`src/rtl/counter_reload_ctrl_if.sv`:
```
// Bundle between the reload controller and its upstream/downstream peers:
// configuration handshake, run request, counter feedback and counter drive.
interface counter_reload_ctrl_if #(
    parameter int WIDTH = 8
);
    // Handshake: a config word transfers on a clock edge where cfg_valid && cfg_ready.
    // The offerer holds cfg_start/cfg_end/cfg_oneshot stable while cfg_valid is high;
    // cfg_ready never depends on cfg_valid, so the offerer may wait on it freely.
    logic             cfg_valid;
    logic             cfg_ready;
    logic [WIDTH-1:0] cfg_start;
    logic [WIDTH-1:0] cfg_end;
    logic             cfg_oneshot;

    logic             enable;
    logic [WIDTH-1:0] count;

    logic             load;
    logic [WIDTH-1:0] data;
    logic             tick;
    logic             busy;
    logic             done;

    modport master (
        output cfg_valid, cfg_start, cfg_end, cfg_oneshot, enable, count,
        input  cfg_ready, load, data, tick, busy, done
    );

    modport slave (
        input  cfg_valid, cfg_start, cfg_end, cfg_oneshot, enable, count,
        output cfg_ready, load, data, tick, busy, done
    );
endinterface

```
`src/rtl/counter_reload_ctrl.sv`:
```
// Turns an external 8-bit up counter with load into a programmable period timer:
// runs start..end inclusive (wrapping), reloads start, periodic or one-shot.
module counter_reload_ctrl #(
    parameter int WIDTH = 8
) (
    input  logic                 clk,
    input  logic                 rst,
    counter_reload_ctrl_if.slave bus,
    output logic [1:0]           dbg_state
);

    typedef enum logic [1:0] {
        ST_IDLE = 2'd0,
        ST_RUN  = 2'd1,
        ST_DONE = 2'd2
    } state_t;

    state_t           state_q, state_d;
    logic [WIDTH-1:0] start_q, start_d;
    logic [WIDTH-1:0] end_q, end_d;
    logic             oneshot_q, oneshot_d;

    logic             cfg_ready;
    logic             cfg_fire;
    logic             match;
    logic             load;
    logic [WIDTH-1:0] data;
    logic             tick;
    logic             busy;
    logic             done;

    always_ff @(posedge clk) begin
        if (!rst) begin
            state_q   <= ST_IDLE;
            start_q   <= '0;
            end_q     <= '1;
            oneshot_q <= 1'b0;
        end else begin
            state_q   <= state_d;
            start_q   <= start_d;
            end_q     <= end_d;
            oneshot_q <= oneshot_d;
        end
    end

    // Ready depends only on state and reset, so it is safe to decode before the FSM.
    always_comb begin
        cfg_ready = rst && ((state_q == ST_IDLE) || (state_q == ST_DONE));
    end

    assign cfg_fire = bus.cfg_valid && cfg_ready;
    assign match    = (bus.count == end_q);

    always_comb begin
        state_d   = state_q;
        start_d   = start_q;
        end_d     = end_q;
        oneshot_d = oneshot_q;
        load      = 1'b1;
        data      = start_q;
        tick      = 1'b0;
        busy      = 1'b0;
        done      = 1'b0;

        // cfg_fire is only possible in IDLE/DONE, so RUN never sees its config move.
        if (cfg_fire) begin
            start_d   = bus.cfg_start;
            end_d     = bus.cfg_end;
            oneshot_d = bus.cfg_oneshot;
        end

        case (state_q)
            ST_IDLE: begin
                if (!cfg_fire && bus.enable) begin
                    state_d = ST_RUN;
                end
            end
            ST_RUN: begin
                busy = 1'b1;
                if (!bus.enable) begin
                    state_d = ST_IDLE;
                end else if (match) begin
                    tick = rst;
                    if (oneshot_q) begin
                        state_d = ST_DONE;
                    end
                end else begin
                    load = 1'b0;
                end
            end
            ST_DONE: begin
                data = end_q;
                done = 1'b1;
                if (cfg_fire || !bus.enable) begin
                    state_d = ST_IDLE;
                end
            end
            default: begin
                state_d = ST_IDLE;
            end
        endcase
    end

    assign bus.cfg_ready = cfg_ready;
    assign bus.load      = load;
    assign bus.data      = data;
    assign bus.tick      = tick;
    assign bus.busy      = busy;
    assign bus.done      = done;
    assign dbg_state     = state_q;

endmodule
```
`src/flat_wrapper.sv`:
```
// flat-port wrapper written by rule: the top's interface ports become plain ports
module counter_reload_ctrl_flat 
#(
    parameter int WIDTH = 8
)
  (clk, rst, dbg_state, bus_cfg_valid, bus_cfg_start, bus_cfg_end, bus_cfg_oneshot, bus_enable, bus_count, bus_cfg_ready, bus_load, bus_data, bus_tick, bus_busy, bus_done);
  counter_reload_ctrl_if #(.WIDTH(WIDTH)) bus_i ();
  input  logic clk;
  input  logic rst;
  output logic [1:0] dbg_state;
  input wire logic [$bits(bus_i.cfg_valid)-1:0] bus_cfg_valid;
  input wire logic [$bits(bus_i.cfg_start)-1:0] bus_cfg_start;
  input wire logic [$bits(bus_i.cfg_end)-1:0] bus_cfg_end;
  input wire logic [$bits(bus_i.cfg_oneshot)-1:0] bus_cfg_oneshot;
  input wire logic [$bits(bus_i.enable)-1:0] bus_enable;
  input wire logic [$bits(bus_i.count)-1:0] bus_count;
  output wire logic [$bits(bus_i.cfg_ready)-1:0] bus_cfg_ready;
  output wire logic [$bits(bus_i.load)-1:0] bus_load;
  output wire logic [$bits(bus_i.data)-1:0] bus_data;
  output wire logic [$bits(bus_i.tick)-1:0] bus_tick;
  output wire logic [$bits(bus_i.busy)-1:0] bus_busy;
  output wire logic [$bits(bus_i.done)-1:0] bus_done;
  assign bus_i.cfg_valid = bus_cfg_valid;
  assign bus_i.cfg_start = bus_cfg_start;
  assign bus_i.cfg_end = bus_cfg_end;
  assign bus_i.cfg_oneshot = bus_cfg_oneshot;
  assign bus_i.enable = bus_enable;
  assign bus_i.count = bus_count;
  assign bus_cfg_ready = bus_i.cfg_ready;
  assign bus_load = bus_i.load;
  assign bus_data = bus_i.data;
  assign bus_tick = bus_i.tick;
  assign bus_busy = bus_i.busy;
  assign bus_done = bus_i.done;
  counter_reload_ctrl #(.WIDTH(WIDTH)) u_core (.clk(clk), .rst(rst), .bus(bus_i), .dbg_state(dbg_state));
endmodule
```
`config.mk`:
```
export PLATFORM = sky130hd
export DESIGN_NAME = counter_reload_ctrl_flat
export DESIGN_NICKNAME = d
export VERILOG_FILES = /design/src/rtl/counter_reload_ctrl_if.sv /design/src/rtl/counter_reload_ctrl.sv /design/src/flat_wrapper.sv
export SDC_FILE = /design/constraint.sdc
export NUM_CORES = 1
export LEC_CHECK = 0
export CORE_AREA = 2 2 55 57
export DETAILED_ROUTE_END_ITERATION = 6
export DIE_AREA = 0 0 57 59
export PLACE_DENSITY = 0.76
export SLEW_MARGIN = 40
export SYNTH_ARGS = -nofsm -noshare
export SYNTH_HDL_FRONTEND = slang
export SYNTH_SLANG_ARGS = --single-unit
```
`constraint.sdc`:
```
create_clock -name clk -period 1.1 [get_ports clk]
set_input_delay 0.11 -clock clk [delete_from_list [all_inputs] [get_ports clk]]
set_output_delay 0.11 -clock clk [all_outputs]
set_load 0.02 [all_outputs]
```
==> impl_metrics.py, run 1 <==
metrics = {
    "clock_tree": {
        "clockBufferDepth": 2,
        "clkSinkCount": 19,
        "htreeDepth": 1,
        "path_clk_slew_ns": 0.11,
        "root_buffer": "clkbuf_4",
        "cts_buffers": 3,
        "holdBufCountCts": 0,
        "cts_tree": "built",
        "clk_latency_ns": 0.29,
    },
    "floorplanning": {
        "die_w_microns": 57,
        "start_util_pct": 35.9,
        "die_h_microns": 59,
        "die_area_sq_mm": 0.00336,
        "ios": 44,
        "rows": 19,
        "core_area_sq_mm": 0.00271,
    },
    "sta": {
        "skew_ns": 0.00270,
        "setup_viol": 32,
        "slew_violations": 0,
        "hold_viol_final": 0,
        "max_freq_mhz": 596,
        "worst_slew_pin_slew_ns": 0.501,
        "tns_ns": -9.44,
        "slew-limit-headroom_pct": 66.5,
        "setup_ws_ns": -0.578,
        "rsz0062_at_grt": "true",
        "layout_min_cycle_time_ns": 1.68,
        "finalCritPeriodShare_pct": 153,
    },
    "route": {
        "drc": 0,
        "ant_nets": 0,
        "vias": 1113,
        "finalWirelength_microns": 3640,
        "routedWlPerCell_microns": 16.2,
        "drt_iter0_drc": 23,
        "viasPerCell": 4.95,
        "dr.pass1.iters": 4,
    },
    "worst_hold_path": {
        "hp-class": "in -> reg",
    },
    "grt": {
        "grt_pass1_vias": 1219,
        "gr-total-overflow": 0,
        "grt_max_degree": 11,
        "antenna_found_initial": 0,
        "globalRouteTotalUtil_pct": 21.7,
        "grt_first_pass_wirelength_microns": 5620,
    },
    "worst_setup_path": {
        "worstPathCellList": "xor2_1 > nor4_1 > buf_4 > nand2_4 > nor2_4 > buf_6",
        "path_max_fanout": 3,
        "cp-start-kind": "flop",
        "critical_path_buf_inv_count": 2,
        "setup.worst_path.class": "reg -> out",
        "worstPathArrival_ns": 1.57,
        "required_ns": 0.99,
        "slowest_stage": "dfxtp_2",
        "crit_family": "simple AND/OR/NAND/NOR gates",
        "slowest_delay_ns": 0.34,
        "end_kind": "primary output",
    },
    "pwr": {
        "peakVddDrop_v": 0.000673,
        "p_leak_nw": 0.918,
        "power-per-cell-area_mw_per_mm2": 817,
    },
    "synth": {
        "syn_area_sq_um": 972,
        "yosysUniqueCellTypes": 25,
        "ys_seq_area_share_pct": 39.1,
        "yosys.area.top_type": "dfxtp_1",
        "synth_top_area_share_pct": 39.1,
        "synth_area_per_cell_sq_um": 8.17,
        "synthesis.nets": 148,
        "synth_seq_cells": 19,
        "yosys_warnings": 0,
        "syn_inst": 119,
        "synthTopCellsByArea": "dfxtp_1, nand2_1, o21ai_2, xor2_1, a31oi_1",
    },
    "finish": {
        "drive_gt1_share_pct": 58.8,
        "fillerInstances": 176,
        "stdcell_area_sq_mm": 0.00215,
        "syn_to_final_growth_pct": 121,
        "insertedDiodeCount": 0,
        "nets": 224,
    },
    "place": {
        "dp_hpwl_microns": 2130,
        "place_area_sq_mm": 0.00165,
        "portBuffers": 43,
        "place_congestion": 0.799,
    },
    "run_status": {
        "status": "finished, violations left",
        "violations": "negative setup slack",
    },
    "run": {
        "max_cap_viol_count": 0,
    },
}
==> sequential cells by signal, summed over array words and instances, names as in the netlist <==
name	cells
u_core.dbg_state	2
u_core.end_q	8
u_core.oneshot_q	1
u_core.start_q	8
==> synthesized netlist by cell type <==
master    number
nand2_1       21
dfxtp_1       19
nor2_1         9
o21ai_2        9
a31oi_1        8
inv_1          8
nand2_2        8
o21ai_1        8
xor2_1         8
buf_2          3
nor4_1         3
nand3_1        2
and2_4         1
and2b_1        1
and4_1         1
buf_12         1
buf_4          1
buf_8          1
clkbuf_1       1
inv_2          1
nand2b_1       1
nand4_1        1
nor2b_1        1
nor2b_4        1
o32ai_1        1
==> final cells by class <==
cell class                 instances  area [sq um]  area share, %
timing repair buffer              77           831           38.7
multi-input combinational         85           820           38.2
sequential                        19           392           18.3
inverter                           9          38.8           1.81
tap                               31          38.8           1.81
clock buffer                       4          26.3           1.22
==> metal layers <==
layer  routed length [microns]  track usage (%)  share of wire, %  up-vias
li1                          -                -                 -      549
met1                      1390             25.1                38      516
met2                      2000             40.7                55       44
met3                       215             3.71               5.9        4
met4                        35             6.64              0.96        0
met5                         0                0                 0        -
==> kinds of logic after synthesis <==
| group | synth area share [%] |
|---|---|
| compound gates | 18.3 |
| simple gates | 25.6 |
| flops | 39.1 |
| buf+inv | 9.78 |
| xor+xnor | 7.21 |
==> metrics by stage <==
stage | hold WS, ns | worst slack [ns] | cells | total power (W) | utilization, %
CTS | 0.355 | -0.564 | 219 | 0.00172 | 75.3
floorplan | 0.213 | -0.0758 | 119 | 0.00102 | -
global route | 0.363 | -0.635 | 225 | 0.00183 | 79.2
detailed placement | 0.451 | -1.02 | 202 | 0.00123 | 60.7
finish | 0.358 | -0.578 | 225 | 0.00175 | 79.2
global placement | 0.450 | -1.01 | 202 | 0.00122 | 60.7
==> report_power, final <==
part	total, W	internal [W]	switching [W]
registers	0.000780	0.000738	0.0000424
logic	0.000616	0.000331	0.000285
clock network	0.000356	0.000141	0.000215
total	0.00175	0.00121	0.000542
==> cells in the final DEF, fill, tap and decap left out, types with 2 or more instances in the layout <==
cell type	Yosys	final
buf_8	1	2
a31oi_1	8	7
nand2_2	8	7
inv_1	8	8
o21ai_2	9	9
buf_6	0	24
buf_4	1	15
xor2_1	8	8
dfxtp_1	19	12
nor2_4	0	6
clkdlybuf4s50_1	0	28
nor4_2	0	2
nor2_2	0	2
o21ai_4	0	8
buf_2	3	2
nand2_4	0	11
clkbuf_4	0	3
nand2_8	0	2
dfxtp_2	0	6
buf_12	1	5
nor2b_4	1	2
nand2_1	21	10
==> final timing paths <==
| kind | to | cells past startpoint | slack [ns] | startpoint |
|---|---|---|---|---|
| setup reg to reg | u_core.dbg_state[1]$_SDFFE_PN0P_ | 7 | -0.41 | u_core.end_q[0]$_SDFFE_PN1P_ |
| hold / removal | u_core.start_q[0]$_SDFFE_PN0P_ | 3 | 0.36 | bus_cfg_start[0] |
| hold reg to reg | u_core.start_q[0]$_SDFFE_PN0P_ | 2 | 0.49 | u_core.start_q[0]$_SDFFE_PN0P_ |
| setup / recovery | bus_tick | 6 | -0.58 | u_core.end_q[0]$_SDFFE_PN1P_ |
==> tightest hold or removal path, delay by kind of cell <==
| kind | cells | cell delay (ns) |
|---|---|---|
| buffers and inverters | 1 | 0.41 |
| and+or+nand+nor | 1 | 0.06 |
| AOI/OAI and AO/OA | 1 | 0.04 |
==> what timing repair did <==
action	CTS	global route
resized for setup	135	16
setup endpoints to repair	34	32
setup buffers	10	9
gates cloned	3	0
pin swaps	12	9
No activity file was read; power rests on OpenSTA's default activity.
==> run 2: changes to the inputs <==
- CAP_MARGIN: not set -> 20
- MAX_ROUTING_LAYER: not set -> met4
==> impl_metrics.py, run 2 (synthesized netlist as in run 1, its figures left out) <==
metrics = {
    "finish": {
        "drive_gt1_share_pct": 58.8,
        "final_common_cell": "clkdlybuf4s50_1",
        "insertedDiodeCount": 0,
        "stdcell_area_sq_mm": 0.00215,
        "syn_to_final_growth_pct": 121,
        "nets": 224,
        "final_cell_mix": "clkdlybuf4s50_1, buf_6, buf_4",
    },
    "place": {
        "dp_hpwl_microns": 2130,
        "portBuffers": 43,
        "place_congestion": 0.811,
        "place_area_sq_mm": 0.00165,
    },
    "floorplanning": {
        "rows": 19,
        "die_w_microns": 57,
        "die_h_microns": 59,
        "start_util_pct": 35.9,
        "die_area_sq_mm": 0.00336,
        "ios": 44,
        "core_area_sq_mm": 0.00271,
    },
    "clock_tree": {
        "cts_tree": "built",
        "clk_latency_ns": 0.29,
        "clkSinkCount": 19,
        "path_clk_slew_ns": 0.11,
        "clockBufferDepth": 2,
        "htreeDepth": 1,
        "root_buffer": "clkbuf_4",
        "cts_buffers": 3,
    },
    "worst_setup_path": {
        "path_max_fanout": 3,
        "startpoint": "u_core.end_q[0]$_SDFFE_PN1P_",
        "r2r_cells": 7,
        "rr_endpoint": "u_core.dbg_state[1]$_SDFFE_PN0P_",
        "r2r_setup_slack_ns": -0.40,
        "required_ns": 0.99,
        "setup.worst_path.class": "reg -> out",
        "worstPathArrival_ns": 1.56,
        "end_kind": "primary output",
        "crit_path_end": "bus_tick",
        "cp-start-kind": "flop",
        "reg2reg_from": "u_core.end_q[0]$_SDFFE_PN1P_",
    },
    "sta": {
        "hold_viol_final": 0,
        "tns_ns": -9.38,
        "timing.hold.ws_ns": 0.358,
        "finalCritPeriodShare_pct": 152,
        "setup_viol": 32,
        "max_freq_mhz": 598,
        "slew_violations": 0,
        "worst_slew_pin_slew_ns": 0.500,
        "layout_min_cycle_time_ns": 1.67,
        "rsz0062_at_grt": "true",
        "slew-limit-headroom_pct": 66.6,
        "skew_ns": 0.00290,
        "setup_ws_ns": -0.573,
    },
    "grt": {
        "grt_max_degree": 11,
        "grt_pass1_vias": 1219,
        "globalRouteTotalUtil_pct": 22.3,
        "grt_first_pass_wirelength_microns": 5620,
        "antenna_found_initial": 0,
        "gr-total-overflow": 0,
    },
    "pwr": {
        "p_leak_nw": 0.918,
        "netSwitchingPower_w": 0.000543,
        "p_comb_share_pct": 35.1,
        "internal_power_w": 0.00121,
        "peakVddDrop_v": 0.000675,
        "swShare_pct": 31.0,
        "power-per-cell-area_mw_per_mm2": 817,
        "clockPowerShare_pct": 20.3,
        "seq_power_share_pct": 44.5,
    },
    "run": {
        "max_cap_viol_count": 0,
    },
    "route": {
        "viasPerCell": 4.96,
        "drt_iter0_drc": 26,
        "drc": 0,
        "finalWirelength_microns": 3630,
        "routedWlPerCell_microns": 16.1,
        "ant_nets": 0,
        "dr.pass1.iters": 4,
        "vias": 1117,
    },
    "run_status": {
        "status": "finished, violations left",
        "violations": "negative setup slack",
    },
    "worst_hold_path": {
        "hp-class": "in -> reg",
    },
}
-- run 2: cell counts in the layout (fill, tap and decap cells not counted) --
No cell type changed its count.
-- run 2: worst min-delay path by stage --
stage / from / to / slack (ns) / depth (start not counted)
finish: bus_cfg_start[0] / u_core.start_q[0]$_SDFFE_PN0P_ / 0.36 / 3
global route: bus_cfg_start[3] / u_core.start_q[3]$_SDFFE_PN0P_ / 0.36 / 3
CTS: bus_cfg_start[0] / u_core.start_q[0]$_SDFFE_PN0P_ / 0.36 / 3
detailed placement: u_core.start_q[3]$_SDFFE_PN0P_ / u_core.start_q[3]$_SDFFE_PN0P_ / 0.45 / 2
global placement: u_core.start_q[6]$_SDFFE_PN0P_ / u_core.start_q[6]$_SDFFE_PN0P_ / 0.45 / 2
floorplan: bus_cfg_oneshot / u_core.oneshot_q$_SDFFE_PN0P_ / 0.21 / 2
-- run 2: worst max-delay path: stages (launching register included) --
cell and delay [ns]:
dfxtp_2 0.34, xor2_1 0.14, nor4_1 0.32, buf_4 0.20, nand2_4 0.07, nor2_4 0.08, buf_6 0.12
-- run 2: area by class of cell --
type / count / area (sq um)
clock buffer: 4 / 26.3
fill: 176 / 564
inverter: 9 / 38.8
multi-input combinational: 85 / 820
sequential: 19 / 392
tap: 31 / 38.8
timing repair buffer: 77 / 831
-- run 2: power by group through the flow --
stage	Clock [W]	Sequential, W	Combinational, W
5_1_grt	0.000400	0.000785	0.000652
4_1_cts	0.000366	0.000777	0.000579
3_5_place_dp	0	0.000783	0.000451
3_3_place_gp	0	0.000779	0.000443
6_report	0.000357	0.000781	0.000616
2_1_floorplan	0	0.000778	0.000241
-- run 2: routing by layer --
| metal | global-route usage, % | up-vias | share of wire (%) |
|---|---|---|---|
| met5 | - | - | 0 |
| met4 | 6.64 | 0 | 0.96 |
| met3 | 3.06 | 4 | 5.2 |
| met2 | 40.6 | 45 | 55 |
| met1 | 25.6 | 521 | 39 |
| li1 | - | 547 | - |
-- run 2: metrics by stage --
| step | instances | power (W) | utilization (%) | setup slack [ns] |
|---|---|---|---|---|
| floorplan | 119 | 0.00102 | - | -0.0758 |
| finish | 225 | 0.00175 | 79.2 | -0.573 |
| CTS | 219 | 0.00172 | 75.3 | -0.564 |
| global placement | 202 | 0.00122 | 60.7 | -1.01 |
| detailed placement | 202 | 0.00123 | 60.7 | -1.02 |
| global route | 225 | 0.00184 | 79.2 | -0.635 |
-- run 2: timing repair --
item	4_1_cts	5_1_grt
endpoints found under the hold margin	0	0
endpoints found under the setup margin	34	32
buffers inserted	10	9
pin swaps	12	9
cloned	3	0
resized for setup	135	16
hold buffers	0	0
==> run 3: changes to the inputs <==
- TNS_END_PERCENT: not set -> 20
==> impl_metrics.py, run 3 (synthesized netlist as in run 1, its figures left out) <==
metrics = {
    "run_status": {
        "status": "finished, violations left",
        "violations": "negative setup slack",
    },
    "finish": {
        "syn_to_final_growth_pct": 87.1,
        "fillerInstances": 218,
        "nets": 209,
        "final_cell_mix": "clkdlybuf4s50_1, buf_6, nand2_1",
        "seq_area_sq_um": 390,
        "final_common_cell": "clkdlybuf4s50_1",
        "insertedDiodeCount": 0,
        "multiInputGateArea_sq_um": 677,
        "drive_gt1_share_pct": 48.0,
    },
    "grt": {
        "grt_first_pass_wirelength_microns": 5120,
        "busiest_layer": "met2",
        "use_met3_pct": 2.84,
        "gr-total-overflow": 0,
        "antenna_found_initial": 0,
        "grt_pass1_vias": 1104,
        "globalRouteTotalUtil_pct": 20.4,
        "gr-usage-met1_pct": 21.9,
        "grt_max_degree": 19,
        "grt_util_met2_pct": 38.6,
    },
    "sta": {
        "setup_ws_ns": -0.493,
        "timing.hold.ws_ns": 0.350,
        "tns_ns": -5.40,
        "hold_viol_final": 0,
        "layout_min_cycle_time_ns": 1.59,
        "max_freq_mhz": 628,
        "skew_ns": 0.0110,
        "setup_viol": 25,
        "slew-limit-headroom_pct": 79.3,
        "slew_violations": 0,
        "finalCritPeriodShare_pct": 145,
        "rsz0062_at_grt": "true",
        "worst_slew_pin_slew_ns": 0.308,
    },
    "worst_setup_path": {
        "setup.worst_path.class": "reg -> out",
        "rr_endpoint": "u_core.dbg_state[1]$_SDFFE_PN0P_",
        "path_max_fanout": 3,
        "required_ns": 0.99,
        "cp-start-kind": "flop",
        "worstPathCellList": "xor2_2 > nor4_2 > buf_4 > nand2_4 > nor2_4 > buf_6",
        "worstPathArrival_ns": 1.48,
        "reg2reg_from": "u_core.end_q[0]$_SDFFE_PN1P_",
        "r2r_cells": 7,
        "r2r_setup_slack_ns": -0.30,
        "end_kind": "primary output",
        "slowest_stage": "dfxtp_2",
        "slowest_delay_ns": 0.35,
    },
    "clock_tree": {
        "clkSinkCount": 19,
        "htreeDepth": 1,
        "cts_tree": "built",
        "cts_buffers": 3,
        "clk_latency_ns": 0.30,
        "clockBufferDepth": 2,
        "root_buffer": "clkbuf_4",
        "path_clk_slew_ns": 0.11,
    },
    "route": {
        "viasPerCell": 5.00,
        "ant_nets": 0,
        "vias": 1051,
        "finalWirelength_microns": 3130,
        "drt_iter0_drc": 24,
        "dr.pass1.iters": 4,
        "routedWlPerCell_microns": 14.9,
        "drc": 0,
    },
    "pwr": {
        "finalPower_w": 0.00161,
        "power-per-cell-area_mw_per_mm2": 885,
        "p_leak_nw": 0.781,
        "peakVddDrop_v": 0.000717,
    },
    "worst_hold_path": {
        "hold_depth": 3,
        "hp-class": "in -> reg",
        "holdCritStartpoint": "bus_cfg_start[6]",
        "whs_endpoint": "u_core.start_q[6]$_SDFFE_PN0P_",
    },
    "place": {
        "portBuffers": 43,
        "place_congestion": 0.929,
        "dp_hpwl_microns": 2170,
    },
    "floorplanning": {
        "ios": 44,
        "die_area_sq_mm": 0.00336,
        "core_area_sq_mm": 0.00271,
        "die_w_microns": 57,
        "rows": 19,
        "start_util_pct": 35.9,
        "die_h_microns": 59,
    },
    "run": {
        "max_cap_viol_count": 0,
    },
}
## run 3: power by group
| group | internal [W] | switching (W) | total, W | leakage, nW |
|---|---|---|---|---|
| clock network | 0.000141 | 0.000206 | 0.000347 | 0.0150 |
| logic | 0.000253 | 0.000238 | 0.000491 | 0.610 |
| registers | 0.000737 | 0.0000345 | 0.000772 | 0.157 |
| total | 0.00113 | 0.000478 | 0.00161 | 0.781 |
## run 3: what timing repair did
action | CTS | global route
buffers inserted | 4 | 2
pin swaps | 10 | 3
gates resized for setup | 105 | 8
gates cloned | 1 | 0
endpoints found under the setup margin | 34 | 33
hold buffers | 0 | 0
## run 3: final cells by class
| type | instances | area share [%] |
|---|---|---|
| multi-input combinational | 84 | 37.2 |
| timing repair buffer | 63 | 35.9 |
| sequential | 19 | 21.5 |
| tap | 31 | 2.13 |
| inverter | 9 | 1.86 |
| clock buffer | 4 | 1.44 |
## run 3: worst max-delay path: cells and delay by family, from the launching register on
family,cells,cell delay (ns)
AND/OR/NAND/NOR,3,0.41
flip-flops,1,0.35
buffers and inverters,2,0.28
XOR/XNOR,1,0.14
## run 3: worst max path at each step
stage | end | depth (start not counted) | start | slack, ns
after detailed placement | bus_tick | 7 | bus_count[0] | -1.03
after CTS | bus_tick | 6 | u_core.end_q[6]$_SDFFE_PN1P_ | -0.55
after global routing | bus_tick | 6 | u_core.end_q[0]$_SDFFE_PN1P_ | -0.60
after floorplan | bus_tick | 4 | u_core.end_q[0]$_SDFFE_PN1P_ | -0.08
final | bus_tick | 6 | u_core.end_q[0]$_SDFFE_PN1P_ | -0.49
after global placement | bus_tick | 7 | bus_count[0] | -1.04
## run 3: metal layers
metal	vias up	share of wire (%)
met5	-	0
met4	0	1.6
met3	5	4.6
met2	42	56
met1	486	38
li1	518	-
## run 3: per-stage QoR
stage | setup WS (ns) | cell area, sq um | utilization [%] | std cells
6_report | -0.493 | 1820 | 67.1 | 210
3_5_place_dp | -1.03 | 1570 | 58.0 | 199
2_1_floorplan | -0.0758 | 1060 | - | 119
4_1_cts | -0.552 | 1750 | 64.5 | 208
5_1_grt | -0.605 | 1820 | 67.1 | 210
3_3_place_gp | -1.04 | 1570 | 58.0 | 199
